===== src/rtl/fetch_pkg.sv =====
// Shared constants and buffer entry layout for the instruction fetch stage.
package fetch_pkg;

  localparam logic [31:0] RESET_PC_DEFAULT  = 32'h0000_0000;
  localparam int unsigned BUF_DEPTH_DEFAULT = 2;
  localparam logic [31:0] NOP_INSTR         = 32'b0;
  localparam logic [31:0] PC_STEP           = 32'd4;

  typedef struct packed {
    logic [31:0] pc;
    logic [31:0] instr;
  } buf_entry_t;

  function automatic logic [31:0] pc_inc(input logic [31:0] pc);
    return pc + PC_STEP;
  endfunction

endpackage


===== src/rtl/fetch_fifo.sv =====
// Generic synchronous FIFO with flush; used for both the instruction buffer and the epoch tag queue.
module fetch_fifo #(
  parameter int unsigned WIDTH = 64,
  parameter int unsigned DEPTH = 2
) (
  input  logic                       clk,
  input  logic                       reset,
  input  logic                       flush,
  input  logic                       push,
  input  logic [WIDTH-1:0]           wdata,
  input  logic                       pop,
  output logic [WIDTH-1:0]           rdata,
  output logic                       empty,
  output logic [$clog2(DEPTH+1)-1:0] count
);

  localparam int unsigned PTR_W = (DEPTH > 1) ? $clog2(DEPTH) : 1;
  localparam int unsigned CNT_W = $clog2(DEPTH + 1);

  logic [WIDTH-1:0] mem_r [DEPTH];
  logic [PTR_W-1:0] wr_ptr_r;
  logic [PTR_W-1:0] rd_ptr_r;
  logic [CNT_W-1:0] count_r;
  logic             push_ok_s;
  logic             pop_ok_s;
  logic             full_s;

  function automatic logic [PTR_W-1:0] ptr_inc(input logic [PTR_W-1:0] p);
    if (p == PTR_W'(DEPTH - 1)) begin
      return '0;
    end else begin
      return p + PTR_W'(1);
    end
  endfunction

  // Push is accepted when full only if a pop frees the slot in the same cycle.
  always_comb begin
    full_s    = (count_r == CNT_W'(DEPTH));
    pop_ok_s  = pop & (count_r != '0);
    push_ok_s = push & (!full_s | pop_ok_s);
  end

  // Pointer and occupancy update; flush empties the queue like reset.
  always_ff @(posedge clk) begin
    if (reset || flush) begin
      wr_ptr_r <= '0;
      rd_ptr_r <= '0;
      count_r  <= '0;
    end else begin
      if (push_ok_s) wr_ptr_r <= ptr_inc(wr_ptr_r);
      if (pop_ok_s)  rd_ptr_r <= ptr_inc(rd_ptr_r);
      count_r <= count_r + CNT_W'(push_ok_s) - CNT_W'(pop_ok_s);
    end
  end

  // Entry storage write.
  always_ff @(posedge clk) begin
    if (push_ok_s && !flush && !reset) begin
      mem_r[wr_ptr_r] <= wdata;
    end
  end

  assign rdata = mem_r[rd_ptr_r];
  assign empty = (count_r == '0);
  assign count = count_r;

endmodule


===== src/rtl/fetch_stage.sv =====
// Instruction fetch stage: issues in-order fetches, buffers responses, and squashes stale ones by epoch after a redirect.
module fetch_stage
  import fetch_pkg::*;
#(
  parameter logic [31:0] RESET_PC  = RESET_PC_DEFAULT,
  parameter int unsigned BUF_DEPTH = BUF_DEPTH_DEFAULT
) (
  input  logic        clk,
  input  logic        reset,
  input  logic        stall,
  input  logic        beq_taken,
  input  logic [31:0] branch_target,
  output logic        imem_req,
  output logic [31:0] imem_addr,
  input  logic        imem_gnt,
  input  logic        imem_rvalid,
  input  logic [31:0] imem_rdata,
  output logic [31:0] instruction_out,
  output logic [31:0] pc_out,
  output logic        instr_valid
);

  localparam int unsigned CNT_W = $clog2(BUF_DEPTH + 1);

  logic [31:0]      pc_r;
  logic [31:0]      resp_pc_r;
  logic             epoch_r;
  logic [CNT_W-1:0] buf_count_s;
  logic [CNT_W-1:0] tag_count_s;
  logic [CNT_W:0]   inflight_s;
  logic             buf_empty_s;
  logic             tag_empty_s;
  logic             tag_head_s;
  buf_entry_t       buf_head_s;
  buf_entry_t       entry_s;
  logic             issue_s;
  logic             rsp_pop_s;
  logic             rsp_keep_s;
  logic             deq_s;

  // The tag queue occupancy doubles as the outstanding-fetch count.
  always_comb begin
    inflight_s = {1'b0, tag_count_s} + {1'b0, buf_count_s};
    if (!reset && !beq_taken && (inflight_s < (CNT_W + 1)'(BUF_DEPTH))) begin
      imem_req = 1'b1;
    end else begin
      imem_req = 1'b0;
    end
    issue_s       = imem_req & imem_gnt;
    rsp_pop_s     = imem_rvalid & !tag_empty_s & !reset;
    rsp_keep_s    = rsp_pop_s & (tag_head_s == epoch_r) & !beq_taken;
    instr_valid   = !buf_empty_s & !reset;
    deq_s         = instr_valid & !stall & !beq_taken;
    entry_s.pc    = resp_pc_r;
    entry_s.instr = imem_rdata;
  end

  // resp_pc_r tracks the address of the next response that will be kept.
  always_ff @(posedge clk) begin
    if (reset) begin
      pc_r      <= RESET_PC;
      resp_pc_r <= RESET_PC;
      epoch_r   <= 1'b0;
    end else if (beq_taken) begin
      pc_r      <= branch_target;
      resp_pc_r <= branch_target;
      epoch_r   <= ~epoch_r;
    end else begin
      if (issue_s)    pc_r      <= pc_inc(pc_r);
      if (rsp_keep_s) resp_pc_r <= pc_inc(resp_pc_r);
    end
  end

  fetch_fifo #(.WIDTH(64), .DEPTH(BUF_DEPTH)) u_instr_buf (
    .clk   (clk),
    .reset (reset),
    .flush (beq_taken),
    .push  (rsp_keep_s),
    .wdata (entry_s),
    .pop   (deq_s),
    .rdata (buf_head_s),
    .empty (buf_empty_s),
    .count (buf_count_s)
  );

  fetch_fifo #(.WIDTH(1), .DEPTH(BUF_DEPTH)) u_tag_queue (
    .clk   (clk),
    .reset (reset),
    .flush (1'b0),
    .push  (issue_s),
    .wdata (epoch_r),
    .pop   (rsp_pop_s),
    .rdata (tag_head_s),
    .empty (tag_empty_s),
    .count (tag_count_s)
  );

  assign imem_addr       = pc_r;
  assign instruction_out = instr_valid ? buf_head_s.instr : NOP_INSTR;
  assign pc_out          = instr_valid ? buf_head_s.pc : 32'h0000_0000;

endmodule


===== config.mk =====
export PLATFORM = sky130hd
export DESIGN_NAME = fetch_stage
export DESIGN_NICKNAME = d
export VERILOG_FILES = /design/src/rtl/fetch_pkg.sv /design/src/rtl/fetch_fifo.sv /design/src/rtl/fetch_stage.sv
export SDC_FILE = /design/constraint.sdc
export NUM_CORES = 1
export LEC_CHECK = 0
export ABC_AREA = 1
export CORE_MARGIN = 2
export CORE_UTILIZATION = 39
export CTS_BUF_LIST = sky130_fd_sc_hd__clkbuf_4
export CTS_CLUSTER_DIAMETER = 200
export DETAILED_ROUTE_END_ITERATION = 12
export PLACE_DENSITY_LB_ADDON = 0.2
export SYNTH_ARGS = -nofsm -noshare
export SYNTH_HDL_FRONTEND = slang
export SYNTH_SLANG_ARGS = --single-unit

===== constraint.sdc =====
create_clock -name clk -period 6.1 [get_ports clk]
set_input_delay 1.22 -clock clk [delete_from_list [all_inputs] [get_ports clk]]
set_output_delay 1.22 -clock clk [all_outputs]
set_load 0.01 [all_outputs]

==> flow_summary_export.csv, run 1 <==
group,metric,value,unit
run_status,status,"finished clean",
synth,mappedNetlistArea,10100,sq um
floorplan,die_width,165,um
timing,post-route-period-util,0.756,
routing,routed_wire_length_per_instance,14.5,um
setup_path,crit_chain,"clkdlybuf4s50_1 > inv_1 > o21ai_1 > inv_2 > nand2_1 > inv_1 > clkdlybuf4s50_1",
routing,first_pass_iters,5,
power,p_total,2.99,mW
setup_path,r2r_cells,7,
setup_path,worstSetupEndpointType,"primary output",
synth,synth_top_cells_by_area,"edfxtp_1 39%, dfxtp_1 15%, nand2_1 12%",
routing,drt_drc_violations_left,0,
placed_design,numPlacedInstances,1627,
synth,synth_register_bits,205,
cells_and_area,drive_above_1_share,0.131,
grt,first_global_vias,7637,
synth,synth_enable_flop_cells,130,
power,net-switching-power,0.738,mW
timing,layout_setup_ws,1490,ps
routing,detailroute.via_count,8218,
synth,yosys.cell_types.count,39,
clocking,clk-insertion-delay-late,660,ps
timing,grt_setup_unrepaired,"no",
floorplan,floorplan.die_area,27200,sq um
placed_design,placed_standard_cell_area,12100,sq um
routing,dr.first_iter.drc_count,415,
placed_design,io_buffers,167,
timing,finalWorstPathRequiredPeriod,4610,ps
synth,synth-seq-area-share,0.536,
synth,async_flop_share,0,
floorplan,io_pins,168,
cells_and_area,layout.cells.most_common_list,"312 x nand2_1, 180 x inv_1, 167 x clkdlybuf4s50_1, 130 x edfxtp_1, 103 x nor2_1",
timing,timing.max_slew.rel_slack,0.294,
timing,setup_tns,0,ps
grt,grt_overflow,0,
synth,postSynth.topFlopCell,"edfxtp_1",
cells_and_area,most_common_library_cell_in_the_layout_ignoring_fill_and_taps,"nand2_1",
timing,timing.final.max_slew_violations,0,
timing,timing_hold_violations_final,0,
setup_path,timing.critical_path.slowest_stage_cell,"inv_2",
synth,synth_area_per_cell,8.71,sq um
cells_and_area,flow.area_growth_from_synthesis,26.5,%
clocking,clockRootBuffer,"clkbuf_4",
placed_design,finalWeightedCongestion,0.865,
setup_path,critical_path.max_fanout,65,
timing,max_clock_freq,0.217,GHz
timing,clock-skew-final,32.1,ps
placed_design,hpwlAfterDp,17100,um
floorplan,fp-row-count,58,
setup_path,arrival,3390,ps
clocking,cts_post_setup_buffers_inserted,0,
grt,grt_first_pass_wirelength,39200,um
timing,tightestPinTransition,1060,ps
power,leakagePower,5.27,nW
job,maxCapViolCount,0,
placed_design,preCtsSetupSlack,1470,ps
power,internal_power,2.25,mW
power,power.share.switching,0.247,
clocking,cts-htree-levels,2,
clocking,buffer_levels_on_the_longest_clock_path,3,
cells_and_area,stdcell_area,12800,sq um
power,pwr-share-comb,0.081,
routing,drt_wl_total,25000,um
power,vdd_drop_max,0.102,mV
setup_path,worst_path_largest_cell_delay,740,ps
clocking,tritoncts,"built",
setup_path,required_time_of_the_critical_path,4880,ps
routing,drt-vias-per-instance,4.76,
grt,grt_start_max_net_pins,66,
synth,synth_warnings,0,
grt,grtUsageTotal,0.185,
clocking,holdBufCountCts,0,
power,power_frac_seq,0.525,
timing,hold_ws,470,ps
power,powerDensity,235,nW/um^2
floorplan,die_y,165,um
cells_and_area,layout.core_utilization,0.505,
grt,grt_antenna_before_repair,1,
synth,synth_fp_nets,1235,
floorplan,start_util,0.399,
clocking,clk_pin_slew_worst_paths,60,ps
synth,synthDominantAreaCellType,"edfxtp_1",
floorplan,floorplan.core_area,25300,sq um
cells_and_area,final_cell_count_no_fill,1728,
hold_path,worst_hold_path.num_cells,0,
hold_path,hold_path.class,"flop to flop",
setup_path,critical_path_startpoint_category,"input port",
clocking,cts_resized,0,
routing,final_antenna_net_count,0,
cells_and_area,total_nets_final,1430,
synth,post-synth-top-area-fraction,0.387,
power,p_clk_frac,0.394,
clocking,clock-sinks,205,
setup_path,criticalPathCategory,"input port to primary output",
synth,synthCells,1158,
clocking,numCtsBuffers,54,
timing,final_setup_fails,0,
[kinds of logic after synthesis]
group / after synthesis / share of synthesized area
AO/OA/AOI/OAI: 132 / 0.0686
flip-flops: 205 / 0.536
adder cells (fa/ha/maj): 7 / 0.00943
XOR/XNOR: 11 / 0.00955
multiplexers: 67 / 0.0744
buffers and inverters: 219 / 0.0867
AND/OR/NAND/NOR: 517 / 0.215
[path summary, 6_finish.rpt]
path                              from                  endpoint  slack, ps
setup / recovery                 reset                pc_out[21]       1490
hold / removal            resp_pc_r[0]  u_instr_buf.mem_r[1][32]        470
setup reg to reg  u_tag_queue.count[1]  u_instr_buf.mem_r[0][58]       3440
hold reg to reg           resp_pc_r[0]  u_instr_buf.mem_r[1][32]        470
[flip-flops by register name, summed over array words and instances, names as in the netlist, named ones only]
register,flops
u_instr_buf.count,2
imem_addr,32
u_tag_queue.rd_ptr_r,1
epoch_r,1
u_tag_queue.wr_ptr_r,1
resp_pc_r,32
u_tag_queue.mem_r,2
u_instr_buf.wr_ptr_r,1
u_instr_buf.rd_ptr_r,1
u_instr_buf.mem_r,128
u_tag_queue.count,2
[power groups by stage]
stage	Sequential [mW]	Clock (mW)	Combinational, mW
3_5_place_dp	1.60	0	0.241
5_1_grt	1.58	1.29	0.270
2_1_floorplan	1.59	0	0.127
3_3_place_gp	1.60	0	0.237
6_report	1.57	1.18	0.242
4_1_cts	1.57	1.22	0.243
[worst max-delay path, delay by kind of cell]
kind | cells | cell delay, ps
AND/OR/NAND/NOR | 1 | 160
AO/OA/AOI/OAI | 1 | 100
buffers and inverters | 5 | 1840
[synth_stat cells (5+ instances only)]
master    instances
o21ai_0          60
edfxtp_1        130
buf_1             7
buf_2             9
nor2_2            7
xnor2_1           7
nor2_1          105
ha_1              6
nand4_1           5
clkbuf_1         11
nand3b_1          7
a21oi_1          51
buf_4             5
mux2_2           64
nand3_1          64
dfxtp_1          75
nand2_1         312
a31oi_1           6
inv_1           181
o21ai_1           5
[final cells by class]
cell class | count | area [sq um]
antenna | 1 | 2.50
clock buffer | 83 | 623
clock inverter | 17 | 75.1
fill | 2440 | 12500
inverter | 184 | 691
multi-input combinational | 734 | 3820
sequential | 205 | 5410
tap | 330 | 413
timing repair buffer | 174 | 1720
[metal layers]
metal | GRT usage | wire, um | up-vias
li1 | - | - | 4171
met1 | 0.266 | 12200 | 3727
met2 | 0.280 | 10600 | 287
met3 | 0.0379 | 1800 | 33
met4 | 0.0553 | 417 | 0
met5 | 0 | 0 | -
(Power assumes the default switching activity.)
==> run 2: changes to the inputs <==
Clock period 6.1 ns to 4.3 ns, I/O delays scaled along.
==> run 2 against run 1 <==
Clock skew up 3.4 ps; global-route usage increased by 0.57 points; die area stayed put; hold slack worse by 3.5 ps; combinational power rose by 43%; routed wire length increased by 0.73%; register-to-register slack lost 1600 ps; flip-flop and latch count is the same; critical path type unchanged; largest power group unchanged.
==> flow_summary_export.csv, run 2 (synthesis results as in run 1) <==
group,metric,value,unit
run_status,status,"finished clean",
setup_path,criticalPathCategory,"input port to primary output",
clocking,cts-htree-levels,2,
timing,clock-skew-final,35.5,ps
routing,drt_drc_violations_left,0,
routing,wl_met2,10900,um
routing,final_antenna_net_count,0,
setup_path,arrival,2740,ps
floorplan,die_width,165,um
floorplan,floorplan.die_area,27200,sq um
setup_path,flop_to_flop_setup_slack,1810,ps
cells_and_area,fill_count,2400,
timing,timing_hold_violations_final,0,
timing,final_setup_fails,0,
hold_path,hold_path.class,"flop to flop",
routing,dr.first_iter.drc_count,568,
routing,drt-met1-wl,11900,um
setup_path,worst_path_dominant_cell_family,"buffers and inverters",
floorplan,io_pins,168,
routing,dr_wl_met3,2080,um
setup_path,critical_path.max_fanout,50,
cells_and_area,max_flop_register,"u_instr_buf.mem_r",
clocking,clockRootBuffer,"clkbuf_4",
timing,max_clock_freq,0.278,GHz
setup_path,required_time_of_the_critical_path,3440,ps
timing,tightestPinTransition,514,ps
grt,grt_start_max_net_pins,65,
clocking,tritoncts,"built",
clocking,buffer_levels_on_the_longest_clock_path,3,
hold_path,holdCritStartpoint,"resp_pc_r[1]",
grt,first_global_vias,8035,
power,leakagePower,5.29,nW
clocking,clk_pin_slew_worst_paths,60,ps
timing,timing.max_slew.rel_slack,0.656,
setup_path,critical_path_startpoint_category,"input port",
cells_and_area,largest_reg_flops,128,
routing,highest_layer,"met4",
floorplan,floorplan.core_area,25300,sq um
cells_and_area,final_cell_count_no_fill,1732,
clocking,cts_resized,0,
setup_path,timing.critical_path.slowest_stage_cell,"clkdlybuf4s50_1",
grt,grt_antenna_before_repair,1,
routing,routed_wire_length_per_instance,14.6,um
power,powerDensity,329,nW/um^2
setup_path,worst_path_largest_cell_delay,530,ps
clocking,clock-sinks,205,
setup_path,worstSetupStartpoint,"reset",
clocking,clk-insertion-delay-late,670,ps
timing,post-route-period-util,0.837,
routing,drt_wl_total,25200,um
setup_path,startpoint_of_the_most_critical_register_to_register_path,"u_tag_queue.count[0]",
clocking,cts_post_setup_buffers_inserted,0,
routing,detailroute.via_count,8326,
timing,grt_setup_unrepaired,"no",
cells_and_area,layout.cells.most_common_list,"312 x nand2_1, 180 x inv_1, 167 x clkdlybuf4s50_1, 130 x edfxtp_1, 103 x nor2_1",
timing,timing.final.max_slew_violations,0,
cells_and_area,drive_above_1_share,0.131,
cells_and_area,most_common_library_cell_in_the_layout_ignoring_fill_and_taps,"nand2_1",
clocking,holdBufCountCts,0,
timing,finalWorstPathRequiredPeriod,3600,ps
grt,grt_first_pass_wirelength,40900,um
grt,grt_overflow,0,
cells_and_area,total_nets_final,1433,
placed_design,io_buffers,167,
job,maxCapViolCount,0,
placed_design,numPlacedInstances,1631,
floorplan,start_util,0.399,
placed_design,finalWeightedCongestion,0.854,
cells_and_area,layout.core_utilization,0.507,
placed_design,hpwlAfterDp,17300,um
clocking,numCtsBuffers,53,
routing,first_pass_iters,5,
setup_path,combined_buffer_and_inverter_count_along_the_critical_path,6,
routing,drt-vias-per-instance,4.81,
power,vdd_drop_max,0.136,mV
grt,grtUsageTotal,0.191,
floorplan,fp-row-count,58,
floorplan,die_y,165,um
setup_path,worstSetupEndpointType,"primary output",
setup_path,crit_chain,"clkdlybuf4s50_1 > inv_1 > o21ai_1 > inv_2 > buf_12 > nand2_1 > inv_1 > clkdlybuf4s50_1",
cells_and_area,flow.area_growth_from_synthesis,27.0,%
==> run 2: cell count changes in the layout (fill, tap and decap cells not counted) <==
cell	before	now
clkinv_1	14	18
buf_4	7	8
clkbuf_4	83	78
buf_12	0	3
inv_2	4	5
==> run 2: stage by stage <==
| step | setup WS, ps | setup TNS, ps | instance area, sq um | hold WS, ps | power, mW |
|---|---|---|---|---|---|
| 3_5_place_dp | 657 | 0 | 12100 | 448 | 2.61 |
| 4_1_cts | 655 | 0 | 12800 | 463 | 4.26 |
| 6_report | 700 | 0 | 12800 | 467 | 4.21 |
| 5_1_grt | 517 | 0 | 12800 | 490 | 4.42 |
| 3_3_place_gp | 664 | 0 | 12100 | 441 | 2.61 |
| 2_1_floorplan | -450 | -57570 | 10100 | 426 | 2.43 |
==> run 2: where the power goes <==
part,internal [mW],total (mW),switching [mW],leakage (nW)
Clock,0.840,1.63,0.794,0.403
Sequential,2.15,2.23,0.0768,1.80
Combinational,0.164,0.346,0.181,3.08
==> run 2: worst paths after layout <==
path | end | cells past startpoint
setup / recovery | pc_out[10] | 8
hold / removal | u_instr_buf.mem_r[1][33] | 0
setup reg to reg | u_tag_queue.count[1] | 12
hold reg to reg | u_instr_buf.mem_r[1][33] | 0
==> run 2: routing by layer <==
metal,vias up,global-route usage
li1,4178,-
met5,-,0
met3,34,0.0429
met1,3778,0.269
met4,0,0.0530
met2,336,0.294
==> run 2: worst reg2reg max path: stages, from the launching register on <==
cell and delay (ps):
dfxtp_1 350, nand2_1 60, inv_1 60, fa_1 400, inv_1 100, nand3_4 110, nor2_8 350, o21ai_0 310
inv_1 110, ha_1 160, xor2_1 180, o21ai_0 90, a21oi_1 130
==> run 2: layout make-up <==
type | count | area, sq um | area share
Antenna cell | 1 | 2.50 | 0.000195
Timing Repair Buffer | 178 | 1790 | 0.140
Multi-Input combinational cell | 734 | 3820 | 0.298
Tap cell | 330 | 413 | 0.0322
Inverter | 184 | 691 | 0.0539
Clock buffer | 78 | 586 | 0.0457
Sequential cell | 205 | 5410 | 0.422
Clock inverter | 22 | 93.8 | 0.00733
==> RTL edit 1: new RTL, settings of run 2 <==
`BUF_DEPTH_DEFAULT`: 2 -> 4.
--- a/src/rtl/fetch_pkg.sv
+++ b/src/rtl/fetch_pkg.sv
@@ -2,7 +2,7 @@
 package fetch_pkg;
 
   localparam logic [31:0] RESET_PC_DEFAULT  = 32'h0000_0000;
-  localparam int unsigned BUF_DEPTH_DEFAULT = 2;
+  localparam int unsigned BUF_DEPTH_DEFAULT = 4;
   localparam logic [31:0] NOP_INSTR         = 32'b0;
   localparam logic [31:0] PC_STEP           = 32'd4;
 
Behaviour: not the same (Yosys sat finds a counterexample within 4 cycles, from zero or initial values and one cycle with reset high).
==> RTL edit 1 against run 2 <==
  * Total power is 70% higher
  * Count of clock-buffer cells in the layout is 52 higher
  * Area after synthesis is 53% higher
  * Worst setup slack worse by 320 ps
  * Via count is 46% higher
  * Final cell count is 42% higher
  * Combinational power is 62% higher
  * Routed wire length is 61% higher
  * Clock skew is 0.74 ps lower
  * Sequential cell count is 138 higher
  * Critical path depth is 3 lower
  * Design area is 47% higher
  * Critical endpoint is now pc_out[16]
  * Largest power group unchanged
==> RTL edit 1: results (changes against run 2) <==
metric;value;unit;change
synth_compound_area_frac;0.0929;;+0.0243
synth-edff-count;260;;+100%
numCtsBuffers;88;;+66%
outcome;complete, no violations;;
yosysUniqueCellTypes;37;;-5.1%
finalClockSkew;34.8;ps;-0.743 ps
finalWirelength;40600;um;+61%
layout-drive-gt1-share;0.0992;;-0.0314
grt_pass1_vias;11855;;+48%
post-place-ws;486;ps;-170 ps
arrival;3050;ps;+310 ps
clock_latency;750;ps;+80 ps
drt_iter0_markers;761;;+34%
switching_share;0.246;;-0.00405
cp_max_fo;97;;+94%
p_leak;6.89;nW;+30%
ir_worst_vdd;0.153;mV;+12%
slowest_delay;610;ps;+80 ps
synth_common_cells;nor2_1 (397), nand2_1 (327), edfxtp_1 (260);;
synth_xor_area_frac;0.00736;;-0.00220
track_usage;0.196;;+0.00576
yosysSeqAreaShare;0.612;;+0.0758
synthAdderAreaFrac;0.0171;;+0.00771
drt-vias-per-instance;4.93;;+2.6%
nets;1967;;+37%
==> RTL edit 1: changes by cell type after synthesis, moves of 56 or more <==
cell      before  now
edfxtp_1     130  260
o21ai_0       60  153
mux2_2        64    0
nor2_1       105  397
a21oi_1       51  107
inv_1        181   97
==> RTL edit 1: layer usage <==
layer	routed length, um	global-route usage
met2	18500	0.314
met1	18600	0.266
met3	2690	0.0384
met5	0	0
met4	859	0.0717
==> RTL edit 1: worst paths after layout <==
kind / from / endpoint / slack, ps / cells after the start
max: register / pc_out[16] / 390 / 5
min: imem_addr[0] / imem_addr[0] / 490 / 2
max reg2reg: u_instr_buf.count[1] / u_tag_queue.count[2] / 1570 / 14
min reg2reg: imem_addr[0] / imem_addr[0] / 490 / 2
==> RTL edit 1: worst register-to-register path, delay by kind of cell, from the launching register on <==
family | cells | cell delay [ps]
adders and majority gates | 3 | 780
and+or+nand+nor | 5 | 670
DFF | 1 | 430
buffers and inverters | 3 | 370
AOI/OAI and AO/OA | 2 | 200
xor gates and xnor gates | 1 | 160
==> RTL edit 1: area by class of cell <==
class | instances | area [um^2]
Multi-Input combinational cell | 1156 | 5320
Timing Repair Buffer | 186 | 1900
Clock buffer | 130 | 976
Inverter | 102 | 388
Fill cell | 3736 | 20000
Tap cell | 518 | 648
Sequential cell | 343 | 9470
Antenna cell | 2 | 5.00
Clock inverter | 29 | 170
==> RTL edit 1: logic make-up (layout without fill, tap and decap cells) <==
logic type,after synthesis,after routing
buf+inv,173,447
other cells,0,2
fa+ha+maj,20,20
simple gates,844,844
flops,343,343
compound gates,279,279
xor+xnor,13,13
==> RTL edit 1: power groups by stage <==
stage | logic [mW] | clock network (mW) | registers [mW]
global route | 0.630 | 3.09 | 3.79
finish | 0.559 | 2.82 | 3.78
floorplan | 0.326 | 0 | 3.82
detailed placement | 0.558 | 0 | 3.85
CTS | 0.562 | 2.92 | 3.78
global placement | 0.550 | 0 | 3.85
==> RTL edit 1: metrics by stage <==
stage | std cells | instance area (um^2)
after floorplan | 1672 | 15500
after global placement | 2304 | 17700
after detailed placement | 2304 | 17700
after CTS | 2463 | 18900
after global routing | 2466 | 18900
final | 2466 | 18900
==> RTL edit 2: new RTL, settings of run 2 <==
Without the edit above. Add an input register stage for `branch_target`, with the module's reset; this delays it by one clock. The other inputs are not delayed to match.
--- a/src/rtl/fetch_stage.sv
+++ b/src/rtl/fetch_stage.sv
@@ -21,6 +21,16 @@
 );
 
   localparam int unsigned CNT_W = $clog2(BUF_DEPTH + 1);
+
+  logic [31:0] branch_target_q;
+
+  always_ff @(posedge clk) begin
+    if (reset) begin
+      branch_target_q <= '0;
+    end else begin
+      branch_target_q <= branch_target;
+    end
+  end
 
   logic [31:0]      pc_r;
   logic [31:0]      resp_pc_r;
@@ -62,8 +72,8 @@
       resp_pc_r <= RESET_PC;
       epoch_r   <= 1'b0;
     end else if (beq_taken) begin
-      pc_r      <= branch_target;
-      resp_pc_r <= branch_target;
+      pc_r      <= branch_target_q;
+      resp_pc_r <= branch_target_q;
       epoch_r   <= ~epoch_r;
     end else begin
       if (issue_s)    pc_r      <= pc_inc(pc_r);
Behaviour: not the same (a bounded check fails within 4 cycles, from zero or initial values and one cycle with reset high).
==> RTL edit 2 against run 2 <==
  * Combinational power decreased by 13%
  * Routed wire length increased by 5.6%
  * Area after synthesis increased by 8.7%
  * Design area increased by 8.9%
  * Total power increased by 17%
  * Non-clock buffer count decreased by 2
  * Hold slack got worse by 3.7 ps
  * Sequential cell count increased by 32
  * First-iteration DRC count increased by 10%
  * Critical path depth decreased by 3
  * Worst setup slack about the same
  * Critical path type is now register to output port
  * Largest power group unchanged
  * Highest routed layer unchanged
==> RTL edit 2: results (changes against run 2) <==
metric;value;unit;change
outcome;complete, no violations;;
place_area;13000;um^2;+7.6%
drt-vias-per-instance;4.65;;-3.2%
clock_buffers;110;;+41%
dp_hpwl;18300;um;+5.3%
numCtsBuffers;66;;+25%
globalplace.congestion;0.880;;+3.1%
seq_cells;237;;+16%
chipWidth;172;um;+4.2%
buf_share;0.128;;-0.0120
p_leak;5.79;nW;+9.5%
n_all_inverters;196;;+6.5%
cp_max_fo;38;;-24%
nFillCells;2661;;+11%
clock_latency;640;ps;-30 ps
finalClockSkew;32.3;ps;-3.28 ps
ir_worst_vdd;0.141;mV;+3.7%
slew_headroom;0.388;;-0.268
synth_area_leaders;edfxtp_1 (36%), dfxtp_1 (20%), nand2_1 (12%);;
nets;1545;;+7.8%
finalWirelength;26600;um;+5.6%
fin_util;0.503;;-0.00380
yosysSeqAreaShare;0.551;;+0.0155
multi_input_area;4000;um^2;+4.7%
layout-drive-gt1-share;0.147;;+0.0160
final-clk-cell-share;0.0644;;+0.0114
signal_buffers;176;;-1.1%
syn-num-nets;1339;;+8.4%
yosysUniqueCellTypes;36;;-7.7%
multi_input_gates;791;;+7.8%
cp-start-kind;register;;
drt_iter0_markers;626;;+10%
## RTL edit 2: cell types whose count changed after synthesis, moves of 9 or more
cell / before / now
o21ai_0: 60 / 34
nand2_1: 312 / 348
dfxtp_1: 75 / 107
inv_1: 181 / 191
buf_2: 9 / 18
nor2_1: 105 / 142
## RTL edit 2: cells by family after synthesis
group	Yosys count	synth area share
AOI/OAI and AO/OA	102	0.0488
xor gates and xnor gates	16	0.0128
adders and majority gates	7	0.00867
buffers and inverters	234	0.0846
DFF	237	0.551
muxes	64	0.0657
and+or+nand+nor	602	0.228
## RTL edit 2: through the flow
stage | cells | total power [mW] | setup slack (ps)
after CTS | 1899 | 4.99 | 614
after global routing | 1901 | 5.16 | 516
after detailed placement | 1778 | 2.85 | 1030
after floorplan | 1262 | 2.69 | 603
final | 1901 | 4.92 | 700
after global placement | 1778 | 2.85 | 1020
## RTL edit 2: metal layers
layer,vias to the layer above,track usage,part of all wire
li1,4484,-,-
met1,4036,0.258,0.48
met2,280,0.281,0.43
met3,48,0.0361,0.065
met4,0,0.0730,0.022
met5,-,0,0
## RTL edit 2: power by group
group / internal, mW / switching [mW] / leakage [nW]
clock: 1.21 / 0.900 / 0.545
combinational: 0.142 / 0.159 / 3.19
sequential: 2.44 / 0.0596 / 2.06
## RTL edit 2: path summary, 6_finish.rpt
kind                           to  slack, ps  cells after the start
max                    pc_out[10]        700                      5
min                 resp_pc_r[25]        460                      2
max reg2reg  u_tag_queue.count[1]       1660                     12
min reg2reg         resp_pc_r[25]        460                      2
## RTL edit 2: worst max-delay path: stages (launching register included)
cell,delay [ps]
dfxtp_2,800
buf_12,320
mux2_2,390
nand2_1,70
inv_1,40
clkdlybuf4s50_1,460
